## src/rtl/seletor_aprovados_if.sv

```systemverilog
// Evaluator/downstream bundle for seletor_aprovados. The master side is the
// selector; the slave side is the evaluator plus the record consumer.
interface seletor_aprovados_if #(
    parameter int NUM_ATIVOS = 24,
    parameter int NODE_WIDTH = 8,
    parameter int DIST_WIDTH = 8
);
    logic                             tem_ativo_in;
    logic [NUM_ATIVOS-1:0]            aprovados_in;
    logic [NUM_ATIVOS*NODE_WIDTH-1:0] enderecos_in;
    logic                             ler_distancia_out;
    logic [NODE_WIDTH-1:0]            ler_distancia_endereco_out;
    logic [DIST_WIDTH-1:0]            distancia_in;
    logic                             remover_out;
    logic [NODE_WIDTH-1:0]            remover_endereco_out;
    logic                             estab_valid_out;
    logic                             estab_ready_in;
    logic [NODE_WIDTH-1:0]            estab_endereco_out;
    logic [DIST_WIDTH-1:0]            estab_distancia_out;
    logic                             ocupado_out;
    logic                             rodada_fim_out;
    logic [NODE_WIDTH-1:0]            num_estab_out;

    modport master (
        input  tem_ativo_in, aprovados_in, enderecos_in, distancia_in, estab_ready_in,
        output ler_distancia_out, ler_distancia_endereco_out,
        output remover_out, remover_endereco_out,
        output estab_valid_out, estab_endereco_out, estab_distancia_out,
        output ocupado_out, rodada_fim_out, num_estab_out
    );

    modport slave (
        output tem_ativo_in, aprovados_in, enderecos_in, distancia_in, estab_ready_in,
        input  ler_distancia_out, ler_distancia_endereco_out,
        input  remover_out, remover_endereco_out,
        input  estab_valid_out, estab_endereco_out, estab_distancia_out,
        input  ocupado_out, rodada_fim_out, num_estab_out
    );
endinterface

```

## src/rtl/seletor_aprovados.sv

```systemverilog
// Walks a snapshot of the approved-slot mask in ascending order: reads each
// node's distance, emits it as an established record, then asks for its removal.
module seletor_aprovados #(
    parameter int NUM_ATIVOS = 24,
    parameter int NODE_WIDTH = 8,
    parameter int DIST_WIDTH = 8
) (
    input  logic                clk_in,
    input  logic                rst_in,
    seletor_aprovados_if.master bus
);

    typedef enum logic [2:0] {
        IDLE,
        SELECIONAR,
        LER,
        ESPERA,
        ENVIAR,
        REMOVER
    } estado_t;

    estado_t                 estado, estado_n;
    logic [NUM_ATIVOS-1:0]   mascara, mascara_n;
    logic [NODE_WIDTH-1:0]   endereco_q, endereco_n;
    logic [DIST_WIDTH-1:0]   distancia_q, distancia_n;
    logic [NODE_WIDTH-1:0]   contador_q, contador_n;
    logic                    ler_q, ler_n;
    logic                    remover_q, remover_n;
    logic                    valid_q, valid_n;
    logic                    ocupado_q, ocupado_n;
    logic                    rodada_q, rodada_n;

    logic [NUM_ATIVOS-1:0]   bit_menor;
    logic [NODE_WIDTH-1:0]   endereco_sel;

    // Isolate the lowest set bit, then mux the matching slot address.
    always_comb begin
        bit_menor    = mascara & (~mascara + 1'b1);
        endereco_sel = '0;
        for (int unsigned i = 0; i < NUM_ATIVOS; i++) begin
            if (bit_menor[i]) begin
                endereco_sel = bus.enderecos_in[i*NODE_WIDTH +: NODE_WIDTH];
            end
        end
    end

    always_comb begin
        estado_n    = estado;
        mascara_n   = mascara;
        endereco_n  = endereco_q;
        distancia_n = distancia_q;
        contador_n  = contador_q;
        ler_n       = 1'b0;
        remover_n   = 1'b0;
        valid_n     = 1'b0;
        rodada_n    = 1'b0;

        unique case (estado)
            IDLE: begin
                if (bus.tem_ativo_in && (|bus.aprovados_in)) begin
                    mascara_n = bus.aprovados_in;
                    estado_n  = SELECIONAR;
                end
            end
            SELECIONAR: begin
                if (mascara == '0) begin
                    rodada_n = 1'b1;
                    estado_n = IDLE;
                end else begin
                    endereco_n = endereco_sel;
                    mascara_n  = mascara & ~bit_menor;
                    ler_n      = 1'b1;
                    estado_n   = LER;
                end
            end
            LER: begin
                estado_n = ESPERA;
            end
            ESPERA: begin
                distancia_n = bus.distancia_in;
                valid_n     = 1'b1;
                estado_n    = ENVIAR;
            end
            ENVIAR: begin
                if (bus.estab_ready_in) begin
                    contador_n = (&contador_q) ? contador_q : contador_q + 1'b1;
                    remover_n  = 1'b1;
                    estado_n   = REMOVER;
                end else begin
                    valid_n = 1'b1;
                end
            end
            REMOVER: begin
                estado_n = SELECIONAR;
            end
            default: begin
                estado_n = IDLE;
            end
        endcase

        ocupado_n = (estado_n != IDLE);
    end

    // Strobes are the registered image of the next state, so each one is high
    // exactly while the FSM sits in its corresponding state.
    always_ff @(posedge clk_in) begin
        if (rst_in) begin
            estado      <= IDLE;
            mascara     <= '0;
            endereco_q  <= '0;
            distancia_q <= '0;
            contador_q  <= '0;
            ler_q       <= 1'b0;
            remover_q   <= 1'b0;
            valid_q     <= 1'b0;
            ocupado_q   <= 1'b0;
            rodada_q    <= 1'b0;
        end else begin
            estado      <= estado_n;
            mascara     <= mascara_n;
            endereco_q  <= endereco_n;
            distancia_q <= distancia_n;
            contador_q  <= contador_n;
            ler_q       <= ler_n;
            remover_q   <= remover_n;
            valid_q     <= valid_n;
            ocupado_q   <= ocupado_n;
            rodada_q    <= rodada_n;
        end
    end

    assign bus.ler_distancia_out          = ler_q;
    assign bus.ler_distancia_endereco_out = endereco_q;
    assign bus.remover_out                = remover_q;
    assign bus.remover_endereco_out       = endereco_q;
    assign bus.estab_valid_out            = valid_q;
    assign bus.estab_endereco_out         = endereco_q;
    assign bus.estab_distancia_out        = distancia_q;
    assign bus.ocupado_out                = ocupado_q;
    assign bus.rodada_fim_out             = rodada_q;
    assign bus.num_estab_out              = contador_q;

endmodule

```

## src/flat_wrapper.sv

```systemverilog
// flat-port wrapper written by rule: the top's interface ports become plain ports
module seletor_aprovados_flat 
#(
    parameter int NUM_ATIVOS = 24,
    parameter int NODE_WIDTH = 8,
    parameter int DIST_WIDTH = 8
)
  (clk_in, rst_in, bus_tem_ativo_in, bus_aprovados_in, bus_enderecos_in, bus_distancia_in, bus_estab_ready_in, bus_ler_distancia_out, bus_ler_distancia_endereco_out, bus_remover_out, bus_remover_endereco_out, bus_estab_valid_out, bus_estab_endereco_out, bus_estab_distancia_out, bus_ocupado_out, bus_rodada_fim_out, bus_num_estab_out);
  seletor_aprovados_if #(.NUM_ATIVOS(NUM_ATIVOS), .NODE_WIDTH(NODE_WIDTH), .DIST_WIDTH(DIST_WIDTH)) bus_i ();
  input  logic clk_in;
  input  logic rst_in;
  input wire logic [$bits(bus_i.tem_ativo_in)-1:0] bus_tem_ativo_in;
  input wire logic [$bits(bus_i.aprovados_in)-1:0] bus_aprovados_in;
  input wire logic [$bits(bus_i.enderecos_in)-1:0] bus_enderecos_in;
  input wire logic [$bits(bus_i.distancia_in)-1:0] bus_distancia_in;
  input wire logic [$bits(bus_i.estab_ready_in)-1:0] bus_estab_ready_in;
  output wire logic [$bits(bus_i.ler_distancia_out)-1:0] bus_ler_distancia_out;
  output wire logic [$bits(bus_i.ler_distancia_endereco_out)-1:0] bus_ler_distancia_endereco_out;
  output wire logic [$bits(bus_i.remover_out)-1:0] bus_remover_out;
  output wire logic [$bits(bus_i.remover_endereco_out)-1:0] bus_remover_endereco_out;
  output wire logic [$bits(bus_i.estab_valid_out)-1:0] bus_estab_valid_out;
  output wire logic [$bits(bus_i.estab_endereco_out)-1:0] bus_estab_endereco_out;
  output wire logic [$bits(bus_i.estab_distancia_out)-1:0] bus_estab_distancia_out;
  output wire logic [$bits(bus_i.ocupado_out)-1:0] bus_ocupado_out;
  output wire logic [$bits(bus_i.rodada_fim_out)-1:0] bus_rodada_fim_out;
  output wire logic [$bits(bus_i.num_estab_out)-1:0] bus_num_estab_out;
  assign bus_i.tem_ativo_in = bus_tem_ativo_in;
  assign bus_i.aprovados_in = bus_aprovados_in;
  assign bus_i.enderecos_in = bus_enderecos_in;
  assign bus_i.distancia_in = bus_distancia_in;
  assign bus_i.estab_ready_in = bus_estab_ready_in;
  assign bus_ler_distancia_out = bus_i.ler_distancia_out;
  assign bus_ler_distancia_endereco_out = bus_i.ler_distancia_endereco_out;
  assign bus_remover_out = bus_i.remover_out;
  assign bus_remover_endereco_out = bus_i.remover_endereco_out;
  assign bus_estab_valid_out = bus_i.estab_valid_out;
  assign bus_estab_endereco_out = bus_i.estab_endereco_out;
  assign bus_estab_distancia_out = bus_i.estab_distancia_out;
  assign bus_ocupado_out = bus_i.ocupado_out;
  assign bus_rodada_fim_out = bus_i.rodada_fim_out;
  assign bus_num_estab_out = bus_i.num_estab_out;
  seletor_aprovados #(.NUM_ATIVOS(NUM_ATIVOS), .NODE_WIDTH(NODE_WIDTH), .DIST_WIDTH(DIST_WIDTH)) u_core (.clk_in(clk_in), .rst_in(rst_in), .bus(bus_i));
endmodule
```

## config.mk

```make
export PLATFORM = sky130hd
export DESIGN_NAME = seletor_aprovados_flat
export DESIGN_NICKNAME = d
export VERILOG_FILES = /design/src/rtl/seletor_aprovados_if.sv /design/src/rtl/seletor_aprovados.sv /design/src/flat_wrapper.sv
export SDC_FILE = /design/constraint.sdc
export NUM_CORES = 1
export LEC_CHECK = 0
export BUFFER_PORTS_ARGS = -buffer_cell sky130_fd_sc_hd__buf_2
export CELL_PAD_IN_SITES_DETAIL_PLACEMENT = 0
export CELL_PAD_IN_SITES_GLOBAL_PLACEMENT = 1
export CORE_MARGIN = 4
export CORE_UTILIZATION = 27
export DETAILED_ROUTE_END_ITERATION = 7
export GPL_ROUTABILITY_DRIVEN = 0
export PLACE_DENSITY_LB_ADDON = 0.05
export SLEW_MARGIN = 30
export SYNTH_ARGS = -nofsm -noshare
export SYNTH_HDL_FRONTEND = slang
export SYNTH_SLANG_ARGS = --single-unit
```

## constraint.sdc

```tcl
create_clock -name clk_in -period 2.8 [get_ports clk_in]
set_clock_uncertainty 0.2 [all_clocks]
set_input_delay 0.42 -clock clk_in [delete_from_list [all_inputs] [get_ports clk_in]]
set_output_delay 0.42 -clock clk_in [all_outputs]
set_load 0.02 [all_outputs]
```

==> results of run 1 <==
## synth_stat cells (4+ instances only)
| master | number |
|---|---|
| a2111oi_0 | 7 |
| o21ai_0 | 40 |
| nand2b_1 | 8 |
| a211oi_1 | 9 |
| o21a_1 | 4 |
| nand3_1 | 14 |
| or4_1 | 7 |
| or3_1 | 4 |
| and3_1 | 4 |
| o22ai_1 | 23 |
| nor4_1 | 22 |
| mux2i_1 | 9 |
| a21oi_1 | 72 |
| nand4_1 | 11 |
| nor2_1 | 48 |
| inv_1 | 15 |
| buf_4 | 16 |
| and2_1 | 12 |
| o211ai_1 | 17 |
| o31ai_1 | 5 |
| dfxtp_1 | 56 |
| nor3_1 | 22 |
| nor2b_1 | 22 |
| a31oi_1 | 16 |
| a32oi_1 | 7 |
| a221oi_1 | 12 |
| nand3b_1 | 16 |
| o32ai_1 | 6 |
| nand2_1 | 70 |
| clkbuf_1 | 49 |
## routing by layer
| metal | up-vias | part of all wire [%] | global-route usage, % | wire [um] |
|---|---|---|---|---|
| met5 | - | 0.063 | 0 | 14 |
| met4 | 2 | 1.5 | 4.94 | 327 |
| met3 | 24 | 7.9 | 4.52 | 1760 |
| met2 | 276 | 49 | 38.9 | 11000 |
| met1 | 2868 | 41 | 26.7 | 9120 |
| li1 | 3034 | - | - | - |
## flip-flops by register name, summed over array words and instances, names as in the netlist
name and flops:
u_core.bus.estab_valid_out 1, u_core.bus.rodada_fim_out 1, u_core.estado 3, u_core.bus.ocupado_out 1
u_core.bus.num_estab_out 8, u_core.bus.estab_distancia_out 8, u_core.mascara 24, u_core.bus.estab_endereco_out 8
u_core.bus.ler_distancia_out 1, u_core.bus.remover_out 1
## worst min path at each step
stage / endpoint / slack, ns / cells after the start
after detailed placement: u_core.bus.estab_distancia_out[4]$_SDFFE_PP0P_ / 0.28 / 2
after global placement: u_core.bus.estab_distancia_out[2]$_SDFFE_PP0P_ / 0.27 / 2
after floorplan: u_core.mascara[21]$_SDFFE_PP0P_ / 0.27 / 2
after global routing: u_core.bus.estab_distancia_out[6]$_SDFFE_PP0P_ / 0.14 / 3
final: u_core.bus.estab_valid_out$_SDFF_PP0_ / 0.14 / 2
after CTS: u_core.bus.estab_valid_out$_SDFF_PP0_ / 0.14 / 2
## worst reg2reg max path: cells and delay by family, from the launching register on
| family | cells | cell delay (ns) |
|---|---|---|
| DFF | 1 | 0.31 |
| AOI/OAI and AO/OA | 2 | 0.36 |
| and+or+nand+nor | 4 | 1.73 |
## logic make-up (layout without fill, tap and decap cells)
kind of cell	count (synthesis)	in the layout	synth area share, %
AOI/OAI and AO/OA	237	237	32.9
muxes	9	9	1.96
xor gates and xnor gates	5	5	0.950
and+or+nand+nor	273	273	31.1
DFF	56	56	24.3
adders and majority gates	1	1	0.271
buffers and inverters	87	351	8.50
## area by class of cell
type	instances	area, um2	share of cell area (%)
timing repair buffer	327	1770	27.2
sequential	56	1120	17.2
clock buffer	6	129	1.98
tap	220	275	4.22
clock inverter	2	38.8	0.595
inverter	16	60.1	0.921
multi-input combinational	525	3120	47.9
## through the flow
stage	hold slack [ns]	std cells	util (%)
after global placement	0.273	1144	38.0
after detailed placement	0.284	1144	38.0
after global routing	0.143	1152	39.2
final	0.140	1152	39.2
after floorplan	0.271	668	-
after CTS	0.137	1152	39.0
## what timing repair did
action	CTS	global route
setup buffers	0	0
hold buffers	0	0
setup endpoints to repair	0	12
gates resized for setup	0	12
## power by group through the flow
stage | logic [mW] | clock network, mW | registers, mW
finish | 2.02 | 0.748 | 0.964
global route | 2.20 | 0.797 | 0.978
CTS | 1.99 | 0.768 | 0.962
detailed placement | 1.98 | 0 | 0.980
global placement | 1.98 | 0 | 0.976
floorplan | 1.14 | 0 | 1.00
==> impl_metrics.csv, run 1 <==
group,metric,value,unit
outcome,status,"finished clean",
setup_path,critPathTopFamily,"simple AND/OR/NAND/NOR gates",
timing,maxSlewViolCount,0,
timing,report.final.hold_viol_count,0,
timing,setup_slack,0.0527,ns
timing,fin_crit_sh,98.1,%
setup_path,crit_path_max_fanout,4,
global_route,overflow,0,
timing,fin_tns_setup,0,ns
floorplan,die_w,139,um
synthesis,yosys.area.top_type_share,24.3,%
layout,drive_above_1_share,37.2,%
route,viasPerCell,5.39,
synthesis,synth-seq-cells,56,
synthesis,yosysUniqueCellTypes,60,
synthesis,synth_top_area_cell,"dfxtp_1",
clock_tree,clkTransAtPathRegs,0.08,ns
timing,rsz0062_at_grt,"false",
setup_path,startpoint,"u_core.mascara[0]$_SDFFE_PP0P_",
run,cap_violations,0,
placement,dpl.hpwl,18.4,mm
pwr,p_sw_share,43.0,%
pwr,power_switching,1.60,mW
synthesis,synth_area,0.00461,mm2
pwr,ir_worst_vdd,0.251,mV
setup_path,crit_end,"u_core.bus.estab_endereco_out[0]$_SDFFE_PP0P_",
global_route,grt_pass1_vias,6162,
setup_path,critPathRequiredTime,2.76,ns
synthesis,yosysWarnings,0,
clock_tree,clock_latency,0.31,ns
layout,postLayoutCellArea,0.00652,mm2
clock_tree,cts_made_buffers,5,
setup_path,reg2reg_slack,0.05,ns
layout,final_common_cell,"buf_2",
clock_tree,clockRootBuffer,"clkbuf_16",
setup_path,crit_top_cell,"or4_4",
clock_tree,h-tree-depth,2,
layout,synthToLayoutAreaGrowth,41.5,%
timing,min_period,2.75,ns
floorplan,start_util,27.7,%
setup_path,rr_startpoint,"u_core.mascara[0]$_SDFFE_PP0P_",
floorplan,core_area,0.0166,mm2
setup_path,r2r_end,"u_core.bus.estab_endereco_out[0]$_SDFFE_PP0P_",
placement,portBuffers,272,
pwr,clkPwrFrac,20.1,%
synthesis,synth_area_leaders,"dfxtp_1 (24%), a21oi_1 (7.8%), nand2_1 (5.7%)",
floorplan,die-area,0.0192,mm2
layout,fillers,1840,
synthesis,syn_nets,897,
timing,max_freq,0.364,GHz
setup_path,cp.depth,6,
global_route,antenna_found_initial,1,
layout,fin_nets,1160,
pwr,power,3.73,mW
placement,place_ws,0.0574,ns
route,drt_first_iter_violations,475,
route,drtPass1Iterations,5,
hold_path,min-delay-start,"bus_estab_ready_in",
pwr,internal_power,2.12,mW
floorplan,num_rows,47,
synthesis,ys.flop_type,"dfxtp_1",
synthesis,synth.avg_cell_area,6.90,um2
setup_path,critPathSlowestCell,"or4_4",
route,antenna_left,0,
clock_tree,cts_max_path_buffers,2,
setup_path,endpoint_kind,"flip-flop",
setup_path,worstRegToRegCells,6,
setup_path,crit_buf_inv,0,
layout,antenna_cells,0,
floorplan,ioPinCount,273,
placement,placed_area,0.00633,mm2
global_route,grt_pass1_wl,33.7,mm
clock_tree,numClockSinks,56,
timing,setup_viol,0,
setup_path,path_class,"reg -> reg",
route,drt-total-wl,22.2,mm
global_route,grt_max_degree,32,
pwr,power.leakage,2.83,nW
timing,worst_pin_slew,0.611,ns
floorplan,fp.dieH,139,um
pwr,pwr-share-comb,54.1,%
synthesis,async_reset_ff_share,0,%
pwr,seq_power_share,25.9,%
setup_path,cp.arrival,2.71,ns
pwr,power.density,572,mW/mm2
synthesis,synth_edf_count,0,
route,wl_per_cell,19.2,um
setup_path,start_kind,"flip-flop",
clock_tree,cts_tree,"yes",
timing,slew_headroom,58.2,%
hold_path,min_path_type,"in -> reg",
synthesis,ys_seq_area_share,24.3,%
setup_path,max_stage_delay,0.58,ns
setup_path,crit_chain,"or4_4 -> or4_4 -> or4_4 -> o22a_1 -> a21oi_1 -> nor4_1",
route,drc,0,
layout,final_cell_mix,"buf_2 (272), a21oi_1 (72), nand2_1 (69), dfxtp_1 (56), buf_4 (55)",
global_route,track_usage,21.7,%
route,via_count,6204,
synthesis,synthCells,668,
(Power assumes the default switching activity.)
==> run 2: changes to the inputs <==
--- a/config.mk
+++ b/config.mk
@@ -5,14 +5,15 @@
 export SDC_FILE = /design/constraint.sdc
 export NUM_CORES = 1
 export LEC_CHECK = 0
-export BUFFER_PORTS_ARGS = -buffer_cell sky130_fd_sc_hd__buf_2
+export BUFFER_PORTS_ARGS = -buffer_cell sky130_fd_sc_hd__clkbuf_2
 export CELL_PAD_IN_SITES_DETAIL_PLACEMENT = 0
 export CELL_PAD_IN_SITES_GLOBAL_PLACEMENT = 1
 export CORE_MARGIN = 4
 export CORE_UTILIZATION = 27
 export DETAILED_ROUTE_END_ITERATION = 7
 export GPL_ROUTABILITY_DRIVEN = 0
-export PLACE_DENSITY_LB_ADDON = 0.05
+export PLACE_DENSITY = 0.8
+export RECOVER_POWER = 100
 export SLEW_MARGIN = 30
 export SYNTH_ARGS = -nofsm -noshare
 export SYNTH_HDL_FRONTEND = slang
==> impl_metrics.csv, run 2 (synthesis gave the netlist of run 1 again) <==
group,metric,value,unit
outcome,status,"finished clean",
global_route,grt_max_degree,56,
timing,slew_headroom,59.6,%
hold_path,min_path_type,"in -> reg",
setup_path,crit_chain,"or4_4 -> or4_4 -> or4_4 -> o22a_1 -> a21oi_1 -> nor4_1",
route,wl_per_cell,18.9,um
layout,largest_reg_flops,24,
timing,min_period,2.72,ns
timing,fin_crit_sh,97.3,%
layout,drive_above_1_share,31.9,%
run,cap_violations,0,
clock_tree,cts_made_buffers,5,
layout,fin_nets,1155,
route,drtPass1Iterations,5,
route,highest_layer,"met4",
clock_tree,h-tree-depth,2,
floorplan,die-area,0.0192,mm2
layout,fillers,1855,
setup_path,max_stage_delay,0.57,ns
route,antenna_left,0,
layout,top_register,"u_core.mascara",
timing,worst_pin_slew,0.606,ns
floorplan,core_area,0.0166,mm2
pwr,ir_worst_vdd,0.250,mV
timing,maxSlewViolCount,0,
timing,setup_viol,0,
route,drt_first_iter_violations,432,
route,route.layer.met1.wl,9.22,mm
floorplan,fp.dieH,139,um
floorplan,start_util,27.7,%
layout,synthToLayoutAreaGrowth,39.1,%
clock_tree,holdBufCountCts,0,
global_route,grt_pass1_vias,6004,
pwr,power.density,561,mW/mm2
timing,max_freq,0.367,GHz
route,viasPerCell,5.29,
route,wl_met2,10.3,mm
setup_path,crit_buf_inv,0,
setup_path,cp.arrival,2.69,ns
clock_tree,clockRootBuffer,"clkbuf_16",
setup_path,start_kind,"flip-flop",
floorplan,die_w,139,um
floorplan,num_rows,47,
pwr,power.leakage,2.65,nW
placement,dpl.hpwl,17.8,mm
clock_tree,numClockSinks,56,
clock_tree,cts_tree,"yes",
floorplan,ioPinCount,273,
clock_tree,clkTransAtPathRegs,0.08,ns
timing,rsz0062_at_grt,"false",
setup_path,critPathTopFamily,"simple AND/OR/NAND/NOR gates",
setup_path,critPathSlowestCell,"or4_4",
clock_tree,clock_latency,0.31,ns
timing,report.final.hold_viol_count,0,
route,drc,0,
placement,portBuffers,272,
layout,antenna_cells,0,
setup_path,crit_path_max_fanout,4,
global_route,track_usage,21.4,%
global_route,antenna_found_initial,0,
route,via_count,6069,
layout,postLayoutCellArea,0.00641,mm2
layout,final_cell_mix,"clkbuf_2 (228), a21oi_1 (72), nand2_1 (68), dfxtp_1 (56), clkbuf_1 (48)",
route,drt-total-wl,21.6,mm
setup_path,critPathRequiredTime,2.77,ns
layout,final_common_cell,"clkbuf_2",
timing,fin_tns_setup,0,ns
clock_tree,cts_resized,0,
setup_path,path_class,"reg -> reg",
global_route,overflow,0,
clock_tree,cts_max_path_buffers,2,
route,wl_met3,1.77,mm
clock_tree,cts_setup_buffers,0,
setup_path,endpoint_kind,"flip-flop",
global_route,grt_pass1_wl,33.4,mm
placement,placed_area,0.00630,mm2
setup_path,crit_top_cell,"or4_4",
[run 2: cell count changes in the layout (fill, tap and decap cells not counted), moves of 2 or more]
cell,before,now
buf_4,55,45
o21ai_0,37,39
a2111oi_1,3,1
a2111oi_0,4,6
clkbuf_2,0,228
clkbuf_1,1,48
buf_2,272,0
[run 2: layout make-up]
cell class	instances	area, um2	area share, %
clock buffers	5	125	1.95
well taps	220	275	4.30
repair buffers	322	1680	26.2
clock inverters	3	27.5	0.430
flip-flops and latches	56	1120	17.5
inverters	16	60.1	0.937
multi-input cells	525	3120	48.7
[run 2: worst reg2reg max path, stage by stage, from the launching register on]
cell and delay (ns):
dfxtp_1 0.32, or4_4 0.54, or4_4 0.53, or4_4 0.57, o22a_1 0.21, a21oi_1 0.16, nor4_1 0.07
[run 2: final timing paths]
| path | start | endpoint | slack (ns) | cells past startpoint |
|---|---|---|---|---|
| worst min-delay path | bus_estab_ready_in | u_core.bus.estab_valid_out$_SDFF_PP0_ | 0.13 | 2 |
| worst max-delay path | u_core.mascara[0]$_SDFFE_PP0P_ | u_core.bus.estab_endereco_out[0]$_SDFFE_PP0P_ | 0.08 | 6 |
| worst min register to register | u_core.bus.estab_distancia_out[4]$_SDFFE_PP0P_ | u_core.bus.estab_distancia_out[4]$_SDFFE_PP0P_ | 0.29 | 2 |
| worst max register to register | u_core.mascara[0]$_SDFFE_PP0P_ | u_core.bus.estab_endereco_out[0]$_SDFFE_PP0P_ | 0.08 | 6 |
[run 2: power breakdown]
group	total (mW)	leakage (nW)	internal, mW	switching [mW]
Combinational	1.95	2.12	0.773	1.18
Sequential	0.975	0.457	0.880	0.0952
Clock	0.673	0.0719	0.341	0.332
[run 2: per-stage QoR]
step | hold slack [ns] | utilization [%] | total power [mW] | setup slack, ns | cells
6_report | 0.133 | 38.5 | 3.60 | 0.0764 | 1147
5_1_grt | 0.139 | 38.5 | 3.84 | 0.0126 | 1147
4_1_cts | 0.135 | 38.8 | 3.60 | 0.0370 | 1147
3_5_place_dp | 0.286 | 37.9 | 2.93 | 0.0613 | 1139
3_3_place_gp | 0.273 | 37.9 | 2.93 | 0.0882 | 1139
2_1_floorplan | 0.271 | - | 2.15 | 0.0781 | 668
[run 2: per-layer routing]
layer | GRT usage [%] | vias up
met4 | 3.96 | 0
li1 | - | 3031
met2 | 36.8 | 271
met3 | 5.24 | 22
met5 | 0 | -
met1 | 27.5 | 2745
